**src/rtl/vend_pkg.sv**
```systemverilog
// Shared types and constants for the vending order sequencer.
// Contents: FSM state enum, default field widths, credit saturation limit.
package vend_pkg;

    localparam int unsigned CODE_W  = 2;
    localparam int unsigned COUNT_W = 3;
    localparam int unsigned MONEY_W = 4;

    // Largest credit value a coin may bring the register up to.
    localparam int unsigned CREDIT_MAX = (1 << MONEY_W) - 1;

    typedef enum logic [2:0] {
        ST_IDLE,
        ST_CREDIT,
        ST_QUERY,
        ST_DISPENSE,
        ST_CHANGE
    } state_t;

endpackage

```
**src/rtl/vend_order_sequencer_if.sv**
```systemverilog
// Bus bundle between the order sequencer and its environment.
// Groups the coin mechanism, the selection panel, the pricer and the
// dispense/change outputs.
// Modports:
//   master - the sequencer (drives req_*, dispense, change, credit, busy)
//   slave  - the environment (drives coins, selection, cancel, pricer response)
interface vend_order_sequencer_if #(
    parameter int unsigned CODE_W  = vend_pkg::CODE_W,
    parameter int unsigned COUNT_W = vend_pkg::COUNT_W,
    parameter int unsigned MONEY_W = vend_pkg::MONEY_W
);
    logic               coin_valid;
    logic [MONEY_W-1:0] coin_value;
    logic               coin_reject;
    logic               sel_valid;
    logic [CODE_W-1:0]  sel_code;
    logic [COUNT_W-1:0] sel_count;
    logic               cancel;
    logic [CODE_W-1:0]  req_code;
    logic [COUNT_W-1:0] req_count;
    logic [MONEY_W-1:0] req_money;
    logic               rsp_possible;
    logic [MONEY_W-1:0] rsp_remaining;
    logic               dispense;
    logic [CODE_W-1:0]  dispense_code;
    logic               deny;
    logic               change_valid;
    logic [MONEY_W-1:0] change_amount;
    logic [MONEY_W-1:0] credit;
    logic               busy;

    modport master (
        input  coin_valid, coin_value, sel_valid, sel_code, sel_count, cancel,
               rsp_possible, rsp_remaining,
        output coin_reject, req_code, req_count, req_money, dispense,
               dispense_code, deny, change_valid, change_amount, credit, busy
    );

    modport slave (
        output coin_valid, coin_value, sel_valid, sel_code, sel_count, cancel,
               rsp_possible, rsp_remaining,
        input  coin_reject, req_code, req_count, req_money, dispense,
               dispense_code, deny, change_valid, change_amount, credit, busy
    );

endinterface

```
**src/rtl/vend_credit_acc.sv**
```systemverilog
// Credit accumulator: adds accepted coins, refuses coins that would overflow
// or that arrive while crediting is not allowed, and clears on request.
// Ports:
//   clk, rst_n          - clock, synchronous active-low reset
//   coin_valid/value    - coin strobe and value
//   coin_en             - coins may be credited this cycle
//   clear               - zero the credit (takes effect next cycle)
//   credit              - registered credit
//   coin_reject         - registered one-cycle pulse for a refused coin
module vend_credit_acc #(
    parameter int unsigned MONEY_W = vend_pkg::MONEY_W
) (
    input  logic               clk,
    input  logic               rst_n,
    input  logic               coin_valid,
    input  logic [MONEY_W-1:0] coin_value,
    input  logic               coin_en,
    input  logic               clear,
    output logic [MONEY_W-1:0] credit,
    output logic               coin_reject
);

    logic [MONEY_W:0] sum_c;
    logic             ovf_c;

    // Carry out of the extended sum marks a coin that would wrap the credit.
    assign sum_c = (MONEY_W+1)'(credit) + (MONEY_W+1)'(coin_value);
    assign ovf_c = sum_c[MONEY_W];

    always_ff @(posedge clk) begin
        if (!rst_n) begin
            credit      <= '0;
            coin_reject <= 1'b0;
        end else begin
            coin_reject <= coin_valid & (~coin_en | ovf_c);
            if (clear) begin
                credit <= '0;
            end else if (coin_valid && coin_en && !ovf_c) begin
                credit <= sum_c[MONEY_W-1:0];
            end
        end
    end

endmodule

```
**src/rtl/vend_order_sequencer.sv**
```systemverilog
// Order sequencer in front of the combinational pricing core: collects
// credit, latches a selection, queries the pricer for one cycle, then
// dispenses items and returns change or a refund.
// Ports:
//   clk, rst_n - clock, synchronous active-low reset
//   bus        - vend_order_sequencer_if.master (coins, selection, cancel,
//                pricer request/response, dispense, deny, change, credit, busy)
// Build option: VEND_REFUND_TIMEOUT_EN adds an idle refund timer in CREDIT
// that fires after TIMEOUT_CYC quiet cycles.
module vend_order_sequencer #(
    parameter int unsigned CODE_W      = vend_pkg::CODE_W,
    parameter int unsigned COUNT_W     = vend_pkg::COUNT_W,
    parameter int unsigned MONEY_W     = vend_pkg::MONEY_W,
    parameter int unsigned TIMEOUT_CYC = 1000
) (
    input logic                    clk,
    input logic                    rst_n,
    vend_order_sequencer_if.master bus
);
    import vend_pkg::*;

    state_t             state_q, state_n;
    logic [CODE_W-1:0]  code_q, code_n;
    logic [COUNT_W-1:0] count_q, count_n;
    logic [COUNT_W-1:0] left_q, left_n;
    logic [MONEY_W-1:0] rem_q, rem_n;
    logic               dispense_q, dispense_n;
    logic [CODE_W-1:0]  dcode_q, dcode_n;
    logic               deny_q, deny_n;
    logic               chg_valid_q, chg_valid_n;
    logic [MONEY_W-1:0] chg_amount_q, chg_amount_n;
    logic               busy_q, busy_n;
    logic               coin_en_c, clear_c, timeout_c;
    logic [MONEY_W-1:0] credit;

    vend_credit_acc #(.MONEY_W(MONEY_W)) u_credit (
        .clk         (clk),
        .rst_n       (rst_n),
        .coin_valid  (bus.coin_valid),
        .coin_value  (bus.coin_value),
        .coin_en     (coin_en_c),
        .clear       (clear_c),
        .credit      (credit),
        .coin_reject (bus.coin_reject)
    );

`ifdef VEND_REFUND_TIMEOUT_EN
    // Counts quiet cycles spent in CREDIT; any strobe restarts it.
    localparam int unsigned IDLE_W = (TIMEOUT_CYC > 1) ? $clog2(TIMEOUT_CYC) : 1;
    logic [IDLE_W-1:0] idle_q;
    logic              activity_c;

    assign activity_c = bus.coin_valid | bus.sel_valid | bus.cancel;
    assign timeout_c  = (state_q == ST_CREDIT) && !activity_c &&
                        (idle_q == IDLE_W'(TIMEOUT_CYC - 1));

    always_ff @(posedge clk) begin
        if (!rst_n) begin
            idle_q <= '0;
        end else if (state_q != ST_CREDIT || activity_c) begin
            idle_q <= '0;
        end else if (!timeout_c) begin
            idle_q <= idle_q + IDLE_W'(1);
        end
    end
`else
    assign timeout_c = 1'b0;
`endif

    // State and registered outputs.
    always_ff @(posedge clk) begin
        if (!rst_n) begin
            state_q      <= ST_IDLE;
            code_q       <= '0;
            count_q      <= '0;
            left_q       <= '0;
            rem_q        <= '0;
            dispense_q   <= 1'b0;
            dcode_q      <= '0;
            deny_q       <= 1'b0;
            chg_valid_q  <= 1'b0;
            chg_amount_q <= '0;
            busy_q       <= 1'b0;
        end else begin
            state_q      <= state_n;
            code_q       <= code_n;
            count_q      <= count_n;
            left_q       <= left_n;
            rem_q        <= rem_n;
            dispense_q   <= dispense_n;
            dcode_q      <= dcode_n;
            deny_q       <= deny_n;
            chg_valid_q  <= chg_valid_n;
            chg_amount_q <= chg_amount_n;
            busy_q       <= busy_n;
        end
    end

    // Next state and next registered outputs; cancel beats selection beats coin.
    always_comb begin
        state_n      = state_q;
        code_n       = code_q;
        count_n      = count_q;
        left_n       = left_q;
        rem_n        = rem_q;
        dispense_n   = 1'b0;
        dcode_n      = '0;
        deny_n       = 1'b0;
        chg_valid_n  = 1'b0;
        chg_amount_n = '0;
        coin_en_c    = 1'b0;
        clear_c      = 1'b0;

        case (state_q)
            ST_IDLE: begin
                coin_en_c = 1'b1;
                if (bus.coin_valid) begin
                    state_n = ST_CREDIT;
                end
            end
            ST_CREDIT: begin
                if (bus.cancel || timeout_c) begin
                    chg_valid_n  = (credit != '0);
                    chg_amount_n = credit;
                    state_n      = ST_CHANGE;
                end else if (bus.sel_valid && bus.sel_count != '0) begin
                    code_n  = bus.sel_code;
                    count_n = bus.sel_count;
                    state_n = ST_QUERY;
                end else begin
                    coin_en_c = 1'b1;
                end
            end
            ST_QUERY: begin
                if (bus.rsp_possible) begin
                    rem_n      = bus.rsp_remaining;
                    left_n     = count_q - COUNT_W'(1);
                    dispense_n = 1'b1;
                    dcode_n    = code_q;
                    state_n    = ST_DISPENSE;
                end else begin
                    deny_n       = 1'b1;
                    chg_valid_n  = (credit != '0);
                    chg_amount_n = credit;
                    state_n      = ST_CHANGE;
                end
            end
            ST_DISPENSE: begin
                // left_q counts pulses still owed after the one now on the output.
                if (left_q == '0) begin
                    chg_valid_n  = (rem_q != '0);
                    chg_amount_n = rem_q;
                    state_n      = ST_CHANGE;
                end else begin
                    left_n     = left_q - COUNT_W'(1);
                    dispense_n = 1'b1;
                    dcode_n    = code_q;
                end
            end
            ST_CHANGE: begin
                clear_c = 1'b1;
                state_n = ST_IDLE;
            end
            default: begin
                state_n = ST_IDLE;
            end
        endcase

        busy_n = (state_n == ST_QUERY) || (state_n == ST_DISPENSE) ||
                 (state_n == ST_CHANGE);
    end

    // Pricer request is a live decode so the response can be sampled in QUERY.
    assign bus.req_code  = (state_q == ST_QUERY) ? code_q  : '0;
    assign bus.req_count = (state_q == ST_QUERY) ? count_q : '0;
    assign bus.req_money = (state_q == ST_QUERY) ? credit  : '0;

    assign bus.dispense      = dispense_q;
    assign bus.dispense_code = dcode_q;
    assign bus.deny          = deny_q;
    assign bus.change_valid  = chg_valid_q;
    assign bus.change_amount = chg_amount_q;
    assign bus.credit        = credit;
    assign bus.busy          = busy_q;

endmodule

```
**src/flat_wrapper.sv**
```systemverilog
// flat-port wrapper written by rule: the top's interface ports become plain ports
module vend_order_sequencer_flat import vend_pkg::*;
#(
    parameter int unsigned CODE_W      = vend_pkg::CODE_W,
    parameter int unsigned COUNT_W     = vend_pkg::COUNT_W,
    parameter int unsigned MONEY_W     = vend_pkg::MONEY_W,
    parameter int unsigned TIMEOUT_CYC = 1000
)
  (clk, rst_n, bus_coin_valid, bus_coin_value, bus_sel_valid, bus_sel_code, bus_sel_count, bus_cancel, bus_rsp_possible, bus_rsp_remaining, bus_coin_reject, bus_req_code, bus_req_count, bus_req_money, bus_dispense, bus_dispense_code, bus_deny, bus_change_valid, bus_change_amount, bus_credit, bus_busy);
  vend_order_sequencer_if #(.CODE_W(CODE_W), .COUNT_W(COUNT_W), .MONEY_W(MONEY_W)) bus_i ();
  input logic clk;
  input logic rst_n;
  input wire logic [$bits(bus_i.coin_valid)-1:0] bus_coin_valid;
  input wire logic [$bits(bus_i.coin_value)-1:0] bus_coin_value;
  input wire logic [$bits(bus_i.sel_valid)-1:0] bus_sel_valid;
  input wire logic [$bits(bus_i.sel_code)-1:0] bus_sel_code;
  input wire logic [$bits(bus_i.sel_count)-1:0] bus_sel_count;
  input wire logic [$bits(bus_i.cancel)-1:0] bus_cancel;
  input wire logic [$bits(bus_i.rsp_possible)-1:0] bus_rsp_possible;
  input wire logic [$bits(bus_i.rsp_remaining)-1:0] bus_rsp_remaining;
  output wire logic [$bits(bus_i.coin_reject)-1:0] bus_coin_reject;
  output wire logic [$bits(bus_i.req_code)-1:0] bus_req_code;
  output wire logic [$bits(bus_i.req_count)-1:0] bus_req_count;
  output wire logic [$bits(bus_i.req_money)-1:0] bus_req_money;
  output wire logic [$bits(bus_i.dispense)-1:0] bus_dispense;
  output wire logic [$bits(bus_i.dispense_code)-1:0] bus_dispense_code;
  output wire logic [$bits(bus_i.deny)-1:0] bus_deny;
  output wire logic [$bits(bus_i.change_valid)-1:0] bus_change_valid;
  output wire logic [$bits(bus_i.change_amount)-1:0] bus_change_amount;
  output wire logic [$bits(bus_i.credit)-1:0] bus_credit;
  output wire logic [$bits(bus_i.busy)-1:0] bus_busy;
  assign bus_i.coin_valid = bus_coin_valid;
  assign bus_i.coin_value = bus_coin_value;
  assign bus_i.sel_valid = bus_sel_valid;
  assign bus_i.sel_code = bus_sel_code;
  assign bus_i.sel_count = bus_sel_count;
  assign bus_i.cancel = bus_cancel;
  assign bus_i.rsp_possible = bus_rsp_possible;
  assign bus_i.rsp_remaining = bus_rsp_remaining;
  assign bus_coin_reject = bus_i.coin_reject;
  assign bus_req_code = bus_i.req_code;
  assign bus_req_count = bus_i.req_count;
  assign bus_req_money = bus_i.req_money;
  assign bus_dispense = bus_i.dispense;
  assign bus_dispense_code = bus_i.dispense_code;
  assign bus_deny = bus_i.deny;
  assign bus_change_valid = bus_i.change_valid;
  assign bus_change_amount = bus_i.change_amount;
  assign bus_credit = bus_i.credit;
  assign bus_busy = bus_i.busy;
  vend_order_sequencer #(.CODE_W(CODE_W), .COUNT_W(COUNT_W), .MONEY_W(MONEY_W), .TIMEOUT_CYC(TIMEOUT_CYC)) u_core (.clk(clk), .rst_n(rst_n), .bus(bus_i));
endmodule
```
**config.mk**
```make
export PLATFORM = sky130hd
export DESIGN_NAME = vend_order_sequencer_flat
export DESIGN_NICKNAME = d
export VERILOG_FILES = /design/src/rtl/vend_pkg.sv /design/src/rtl/vend_order_sequencer_if.sv /design/src/rtl/vend_credit_acc.sv /design/src/rtl/vend_order_sequencer.sv /design/src/flat_wrapper.sv
export SDC_FILE = /design/constraint.sdc
export NUM_CORES = 1
export LEC_CHECK = 0
export BUFFER_PORTS_ARGS = -buffer_cell sky130_fd_sc_hd__buf_4
export CAP_MARGIN = 10
export CORE_MARGIN = 3
export CORE_UTILIZATION = 50
export DETAILED_ROUTE_END_ITERATION = 12
export PLACE_DENSITY = 0.83
export SLEW_MARGIN = 20
export SYNTH_ARGS = -nofsm -noshare
export SYNTH_HDL_FRONTEND = slang
export SYNTH_HIERARCHICAL = 1
export SYNTH_SLANG_ARGS = --single-unit
```
**constraint.sdc**
```tcl
create_clock -name clk -period 3.9 [get_ports clk]
set_input_delay 0.78 -clock clk [delete_from_list [all_inputs] [get_ports clk]]
set_output_delay 0.78 -clock clk [all_outputs]
set_load 0.03 [all_outputs]
```
; ---- Word-level counts from Yosys, hierarchy flattened
; Cells that the tools add are included.
[word_totals]
ff_bits = 30
out_inout_bits = 24
elab_cells = 78
[op_classes]
addsub = 3
n_eq_ne = 9
muxes = 31
bitwise_logic = 5
reduce_logical = 17
[ops]
columns = op, count
row1 = two-way mux 3 bit, 8
row2 = two-way mux 4 bit, 4
row3 = "equality test 3 x 2 -> 1 bit, second input constant", 4
row4 = one-hot mux 3 bit (4 select lines), 1
row5 = one-hot mux 4 bit (3 select lines), 1
row6 = two-way mux 1 bit, 9
row7 = nonzero test 4 bit, 2
row8 = "equality test 3 bit, second input constant", 2
row9 = zero test 3 bit, 2
row10 = two-way mux 2 bit, 3
row11 = one-hot mux 3 bit (2 select lines), 1
row12 = AND reduction 3 bit, 2
row13 = "subtractor 3 x 1 -> 3 bit, second input constant", 2
row14 = adder 4 x 4 -> 5 bit, 1
row15 = "!= test 2 bit, second input constant", 2
row16 = one-hot mux 1 bit (2 select lines), 2
row17 = one-hot mux 2 bit (2 select lines), 1
row18 = AND reduction 2 bit, 2
row19 = "equality test 3 x 1 -> 1 bit, second input constant", 1
row20 = logical AND 1 bit, 3
row21 = inverter 1 bit, 3
row22 = one-hot mux 1 bit (3 select lines), 1
row23 = nonzero test 3 bit, 1
row24 = logical OR 1 bit, 2
row25 = 5 further kinds, 5

; ---- Depth between registers and ports, before layout
; Gate-level depths: netlist of the first run.
[depth]
depth_word = 8
depth_mapped = 7
depth_no_buf = 7

; ---- Modules after synthesis
; The synthesis of the first run kept the hierarchy.
[modules_own_cells]
columns = mod, instances, cells_per_inst, area_per_inst_um2, seq_area_each_um2
row1 = vend_order_sequencer, 1, 117, 1118.6, 500.5
row2 = vend_credit_acc, 1, 35, 346.6, 100.1

; ---- Worst setup path after synthesis of the first run
; No wires, ideal clock.
[synth_timing]
kind = in2reg
start = input port bus_cancel
end = register u_core.u_credit.credit[1]
setup_ns = 0.066
t_arrival_ns = 2.044
required_time_ns = 3.834
setup_slack_ns = 1.790
cell_stages = 7
n_path_buf = 0
path_cell_list = nor4b_1 -> nand2_1 -> a211oi_1 -> nor2b_2 -> nand4_4 -> or2_1 -> a21oi_2
[synth_via]
elab_chain_cells = 4
[synth_lines]
columns = element, line_no
row1 = from (decl), flat_wrapper.sv:18  ; input wire logic [$bits(bus_i.cancel)-1:0] bus_cancel;
row2 = two-way mux 1 bit, vend_order_sequencer.sv:122  ; if (bus.cancel || timeout_c) begin
row3 = one-hot mux 1 bit (2 select lines), vend_order_sequencer.sv:114  ; case (state_q)
row4 = via u_core.coin_en_c, vend_order_sequencer.sv:33  ; logic coin_en_c, clear_c, timeout_c;
row5 = logical AND 1 bit (2 in a row), vend_credit_acc.sv:38  ; end else if (coin_valid && coin_en && !ovf_c) begin
row6 = to (signal assigned), vend_credit_acc.sv:39  ; credit <= sum_c[MONEY_W-1:0];
row7 = to (decl), vend_credit_acc.sv:19  ; output logic [MONEY_W-1:0] credit,
; The timed path passes the listed nets, and every way through them passes these cells.
; A chain may end at the register's enable or synchronous reset.

; ---- Worst setup path in the final report of the first run
[layout_timing]
start = register u_core.state_q[0]
end = output port bus_req_count[2]
[layout_via]
elab_chain_cells = 2
[layout_lines]
columns = element, line_no
row1 = from (decl), vend_order_sequencer.sv:22  ; state_t state_q, state_n;
row2 = from (signal assigned), vend_order_sequencer.sv:85  ; state_q <= state_n;
row3 = equality test 3 x 2 -> 1 bit, vend_order_sequencer.sv:175  ; assign bus.req_count = (state_q == ST_QUERY) ? count_q : '0;
row4 = two-way mux 3 bit, vend_order_sequencer.sv:175
row5 = to (decl), flat_wrapper.sv:23  ; output wire logic [$bits(bus_i.req_count)-1:0] bus_req_count;
; Every way passes these cells.

==> impl_results.md, run 1 <==
* Outcome: finished clean
* Req. time, crit path at 3.12 ns
* Vias in the first global route at 1254
* Crit end category: output port
* Num CTS Buffers at 5
* Top FF cell, synth: dfxtp_1
* GRT met3 Usage at 4.54%
* Final hold vios at 0
* Crit path kind: flip-flop to output port
* Setup ws final at 1.42 ns
* Number of cells on the critical path at 3
* Most frequent cells in the layout: buf_4, dfxtp_1, nor2_1
* Worst hold path class: flip-flop to flip-flop
* CP bufs+invs at 1
* Most common cell after layout, fill and taps aside: buf_4
* Total setup buffers inserted after CTS at 0
* RR Endpoint: u_core/u_credit/credit[1]
* Syn Inst Count at 152
* Largest net degree at the start of global routing at 15
* Clk pin slew, worst setup/hold paths at 0.10 ns
* CP Capture Point: bus_req_count[2]
* Switching power of the nets at 195 uW
* CTS Hold Bufs at 0
* Fmax at 0.403 GHz
* Post-DP HPWL at 2.61 mm
* Comb power frac at 19.4%
* Layout cells sized above 1 at 30.5%
* Gr busiest metal: met2
* Sequential fraction of the synthesis area at 41.0%
* # diodes at 0
* Core area at 2780 um2
* Final Cycle Share at 63.6%
* 1st-pass router iterations at 4
* Slew @ Worst Pin at 0.717 ns
* Switching part of the total at 30.7%
* GPL Wtd Cong at 0.790
* # setup viols final at 0
* Starting Density at 52.7%
* CTS max path bufs at 2
* CP Launch Type: flip-flop
* Nets at 222
* Max-Slew Margin vs Limit at 52.1%
* GRT overflow at 0
* CTS tree: yes
* Worst path top cell family by delay: simple AND/OR/NAND/NOR gates
* Worst path slowest cell: nor3b_2
* First-pass GRT wire length at 5.55 mm
* Post-synthesis async set-or-reset flop share at 0%
* Final Max Slew Viols at 0
* Syn Nets at 177
* Area delta synth->final at 25.8%
* Dpl ws at 1.39 ns
* Tot Pwr at 636 uW
* Syn Area/Cell at 9.64 um2
* Worst skew pair latency at 0.34 ns
* Horiz. Die Dim at 60.1 um
* Setup TNS at 0 ns
* Critical path arrival at 1.70 ns
* Cell Area, Synth at 1470 um2
* Flops & latches, synth at 30
* Post-cts resize count at 0
* Clk_skew at 0.0151 ns
* Vias/cell at 5.55
* Clock sink count at 30
* Clk pwr share at 27.1%
* Initial DRC count at 33
* Htree depth at 2
* Number of enable flip-flop cells after synthesis at 0
* GRT Total Usage at 20.8%
* Max Cap Viol at 0
* Core Rows at 19
* Post-route ant nets at 0
* Slowest stage delay, CP at 0.52 ns
* Vias at 1266
* Beginning of the critical path: u_core/state_q[0]
* Reg-to-reg setup timing slack at 1.68 ns
* Root buf cell: clkbuf_4
* Port buffer count at 42
* Library cells used by synthesis at 42
* Met1 capacity usage during global routing at 22.2%
* Worst path cell trace: nor3b_2 -> and2_1 -> buf_4
* Initial antenna violation count at 0
* Number of fill cells at 250
* Residual DRC at 0
* Routed len/inst at 14.9 um
* CP max FO at 14
* Reg2Reg Depth at 7
* RR Startpoint: u_core/state_q[0]
* WL final at 3.39 mm
* RSZ-0062 raised after global routing: no
* Sequential share of power at 53.4%
* Die Y at 60.1 um
* Maximum vdd drop at 0.248 mV
* Warnings, synthesis at 6
* Die area at 3620 um2
* Crit path time final at 2.48 ns
* Final std cells w/o fill at 228
* M2 GR Usage at 37.8%
* P_leak at 0.780 nW
* Pint at 440 uW
* Post-Place Cells at 221
* Num ports at 43
* Pwr Density at 345 nW/um2
[metrics by stage]
stage | hold slack (ns) | area (um2) | utilization (%)
floorplan | 0.443 | 1470 | -
global placement | 0.454 | 1800 | 64.6
global route | 0.516 | 1840 | 66.3
finish | 0.510 | 1840 | 66.3
detailed placement | 0.478 | 1800 | 64.6
CTS | 0.509 | 1840 | 66.3
[routing by layer]
metal  vias up  wire, um
met3         5       203
met2        43      1780
met4         0        56
met1       595      1350
li1        623         -
met5         -         0
[worst reg2reg max path: cells and delay by family (launching register included)]
family | cells | cell delay [ns]
flip-flops | 1 | 0.62
AND/OR/NAND/NOR | 5 | 1.19
AO/OA/AOI/OAI | 2 | 0.36
[Yosys cell counts (2+ instances only)]
cell / count / area (um2)
o41ai_1: 2 / 17.5
dfxtp_1: 30 / 601
nand2_1: 5 / 18.8
nor4_1: 3 / 18.8
nor2_1: 24 / 90.1
nor4b_1: 2 / 17.5
inv_1: 4 / 15.0
ha_1: 5 / 62.6
nand2b_1: 3 / 18.8
a211oi_1: 2 / 15.0
a22oi_1: 4 / 30.0
buf_4: 2 / 15.0
and2_1: 13 / 81.3
mux2i_1: 15 / 150
a21oi_2: 2 / 17.5
a21oi_1: 8 / 40.0
a31oi_1: 2 / 12.5
nor2b_1: 2 / 12.5
[flip-flops by register name (all words and copies together), names as in the netlist, 2 cells and up]
signal / flops
u_core/count_q: 3
u_core/bus.dispense_code: 2
u_core/bus.change_amount: 4
u_core/code_q: 2
u_core/rem_q: 4
u_core/left_q: 3
u_core/u_credit/credit: 4
u_core/state_q: 3
[power by group through the flow]
stage	Combinational [mW]	Clock [mW]	Sequential, mW
after floorplan	0.0712	0	0.354
after global placement	0.117	0	0.345
after detailed placement	0.123	0	0.347
after CTS	0.123	0.177	0.339
after global routing	0.134	0.193	0.342
final	0.124	0.172	0.340
[how the worst min path moves through the flow]
stage,endpoint,cells past startpoint,startpoint,slack [ns]
6_report,u_core/bus.dispense_code[0],1,u_core/code_q[0],0.51
5_1_grt,u_core/bus.dispense_code[0],1,u_core/code_q[0],0.52
4_1_cts,u_core/bus.dispense_code[0],1,u_core/code_q[0],0.51
3_5_place_dp,u_core/bus.dispense_code[0],1,u_core/code_q[0],0.48
3_3_place_gp,u_core/bus.dispense_code[0],1,u_core/code_q[0],0.45
2_1_floorplan,u_core/bus.dispense_code[0],1,u_core/code_q[0],0.44
[cells by family (layout without fill, tap and decap cells)]
family / count (synthesis) / in the layout / synth area share, %
AOI/OAI and AO/OA: 24 / 24 / 10.9
muxes: 15 / 15 / 10.2
DFF: 30 / 30 / 41.0
adders and majority gates: 6 / 6 / 5.64
buffers and inverters: 8 / 53 / 2.65
and+or+nand+nor: 68 / 68 / 29.0
xor gates and xnor gates: 1 / 1 / 0.598
[cell type report]
class | instances | area (um2) | area share (%)
tap | 31 | 38.8 | 2.10
multi-input combinational | 114 | 826 | 44.8
clock inverter | 2 | 10.0 | 0.543
clock buffer | 5 | 37.5 | 2.04
timing repair buffer | 42 | 315 | 17.1
inverter | 4 | 15.0 | 0.815
sequential | 30 | 601 | 32.6
Note: power is estimated with default switching activity, not from simulation.
==> run 2, diff against run 1 <==
--- a/config.mk
+++ b/config.mk
@@ -8,9 +8,9 @@
 export BUFFER_PORTS_ARGS = -buffer_cell sky130_fd_sc_hd__buf_4
 export CAP_MARGIN = 10
 export CORE_MARGIN = 3
-export CORE_UTILIZATION = 50
+export CORE_UTILIZATION = 46
 export DETAILED_ROUTE_END_ITERATION = 12
-export PLACE_DENSITY = 0.83
+export PLACE_DENSITY = 0.8
 export SLEW_MARGIN = 20
 export SYNTH_ARGS = -nofsm -noshare
 export SYNTH_HDL_FRONTEND = slang
==> constraint.sdc (replaced) <==
create_clock -name clk -period 2.1 [get_ports clk]
set_input_delay 0.42 -clock clk [delete_from_list [all_inputs] [get_ports clk]]
set_output_delay 0.42 -clock clk [all_outputs]
set_load 0.03 [all_outputs]
==> run 2 against run 1 <==
Clock skew fell by 0.0038 ns. Non-clock buffer count grew 4. Clock-buffer cell count grew 1. Largest power group unchanged. Via count rose by 1.3%. Clock power grew to 3.5 times the previous value. Cell count rose by 7.0%. Register-to-register slack worse by 1.5 ns. Hold slack lost 0.21 ns. Core utilization up 1.4 points.
==> impl_results.md, run 2 (same netlist as run 1, synthesis figures left out) <==
* Hold_sp: bus_rsp_possible
* Clk pin slew, worst setup/hold paths at 0.10 ns (about the same)
* Critical path arrival at 2.25 ns (+0.55 ns)
* Pwr Density at 751 nW/um2 (+120%)
* Post-route cell area at 1960 um2 (+6.5%)
* GRT Total Usage at 19.3% (-1.4 points)
* Worst hold endpoint: u_core/bus.deny
* Post-route ant nets at 0 (unchanged)
* P_leak at 0.829 nW (+6.3%)
* Most frequent cells in the layout: buf_4, dfxtp_1, nor2_1
* Dpl ws at 0.00315 ns (-1.39 ns)
* Core area at 2900 um2 (+4.3%)
* Clk pwr share at 40.9% (+14 points)
* Initial DRC count at 40 (+21%)
* Final Cycle Share at 93.5%
* Clock sink count at 30 (unchanged)
* Final core utilization at 67.7% (+1.4 points)
* Pint at 1.11 mW (+150%)
* CTS tree: yes
* Clk_skew at 0.0113 ns (-0.00381 ns)
* CTS max path bufs at 2 (unchanged)
* CP Launch Type: flip-flop
* Fmax at 0.509 GHz
* Die Y at 62.4 um (+3.8%)
* Placed Area at 1830 um2 (+2.0%)
* CP max FO at 8 (-6)
* Worst skew pair latency at 0.34 ns (about the same)
* WL final at 3.49 mm (+3.0%)
* GRT overflow at 0 (unchanged)
* Met2 WL at 1.74 mm (-2.6%)
* DR top layer: met4
* Req. time, crit path at 2.38 ns (-0.74 ns)
* Starting Density at 50.5% (-2.2 points)
* # setup viols final at 0 (unchanged)
* GPL Wtd Cong at 0.783 (-0.86%)
* Sequential share of power at 42.3% (-11 points)
* Initial antenna violation count at 0 (unchanged)
* Outcome: finished clean
* Post-DP HPWL at 2.60 mm (-0.62%)
* First-pass GRT wire length at 5.92 mm (+6.7%)
* Comb power frac at 16.8% (-2.6 points)
* Max-Slew Margin vs Limit at 69.9% (+18 points)
* Horiz. Die Dim at 62.4 um (+3.8%)
* Worst hold path class: primary input to flip-flop
* 1st-pass router iterations at 4 (unchanged)
* M1 WL at 1.41 mm (+4.3%)
* Root buf cell: clkbuf_4
* Num ports at 43 (unchanged)
* Switching power of the nets at 366 uW (+87%)
* Vias/cell at 5.26 (-5.3%)
* Die area at 3900 um2 (+7.8%)
* Crit path kind: flip-flop to flip-flop
* Final Max Slew Viols at 0 (unchanged)
* Core Rows at 19 (unchanged)
* Maximum vdd drop at 0.430 mV (+73%)
* Setup ws final at 0.137 ns (-1.28 ns)
* Reg-to-reg setup timing slack at 0.14 ns (-1.54 ns)
* Port buffer count at 42 (unchanged)
* # diodes at 0 (unchanged)
* Layout cells sized above 1 at 32.7% (+2.2 points)
* RR Endpoint: u_core/u_credit/credit[1]
* Vias at 1283 (+1.3%)
* Routed len/inst at 14.3 um (-3.8%)
* Most common cell after layout, fill and taps aside: buf_4
* Largest net degree at the start of global routing at 15 (unchanged)
* Htree depth at 2 (unchanged)
* Switching part of the total at 24.8% (-5.9 points)
* Max Cap Viol at 0 (unchanged)
* Hold Crit Depth at 2 (+1)
* Crit path time final at 1.96 ns
* Num CTS Buffers at 5 (unchanged)
* Residual DRC at 0 (unchanged)
* Reg2Reg Depth at 7 (unchanged)
* Area delta synth->final at 34.0%
* Crit end category: flip-flop
* Nets at 226 (+1.8%)
* Final hold vios at 0 (unchanged)
* Slew @ Worst Pin at 0.446 ns (-0.271 ns)
* Tot Pwr at 1.47 mW (+130%)
* RR Startpoint: u_core/state_q[2]
* WL met3 at 270 um (+33%)
* Vias in the first global route at 1259 (+0.40%)
* Setup TNS at 0 ns (unchanged)
run 2: cell count changes in the layout (fill, tap and decap cells not counted):
cell       previous run  this run
nor4b_2               0         1
nor3b_4               0         1
clkinv_2              2         0
buf_4                42        46
nor3b_2               1         0
clkbuf_8              0         1
nor4b_1               2         1
bufinv_16             0         2
run 2: metal layers:
layer | global-route usage (%) | vias to the layer above
li1 | - | 634
met1 | 20.8 | 582
met2 | 33.4 | 59
met3 | 7.55 | 8
met4 | 8.54 | 0
met5 | 0 | -
run 2: power groups by stage:
stage                     logic (mW)  registers, mW  clock network [mW]
final                          0.247          0.624               0.603
after global routing           0.272          0.630               0.643
after CTS                      0.245          0.624               0.616
after detailed placement       0.242          0.636                   0
after global placement         0.234          0.634                   0
after floorplan                0.132          0.657                   0
run 2: stage by stage:
stage / hold WS (ns) / std cells
2_1_floorplan: 0.443 / 152
3_3_place_gp: 0.458 / 235
3_5_place_dp: 0.470 / 235
4_1_cts: 0.294 / 243
5_1_grt: 0.291 / 244
6_report: 0.303 / 244
run 2: cell type report:
cell class                 count  area [um2]
tap                           42        52.6
timing repair buffer          46         345
fill                         249         937
clock buffer                   6        51.3
clock inverter                 2        60.1
inverter                       4        15.0
sequential                    30         601
multi-input combinational    114         838
run 2: worst max-delay path, cell delays in order (launching register included):
cell      delay (ns)
dfxtp_1         0.41
nor4b_2         0.39
nand2_1         0.12
a211oi_1        0.25
nor2b_2         0.24
nand4_4         0.15
or2_1           0.25
a21oi_2         0.10
run 2: worst max path at each step:
stage | to | cells after the start | slack (ns) | from
3_3_place_gp | u_core/u_credit/credit[1] | 8 | 0.06 | bus_sel_count[0]
2_1_floorplan | u_core/u_credit/credit[0] | 7 | 0.25 | u_core/u_credit/credit[0]
5_1_grt | u_core/u_credit/credit[1] | 7 | -0.04 | u_core/state_q[2]
4_1_cts | u_core/u_credit/credit[1] | 7 | 0.09 | u_core/state_q[2]
6_report | u_core/u_credit/credit[1] | 7 | 0.14 | u_core/state_q[2]
3_5_place_dp | u_core/u_credit/credit[1] | 8 | 0.003 | bus_sel_count[0]
run 2: what timing repair did:
item	in CTS	in global routing
hold buffers	0	0
gates cloned	0	0
resized for setup	1	1
setup endpoints to repair	8	12
buffers inserted	0	1
endpoints found under the hold margin	0	0
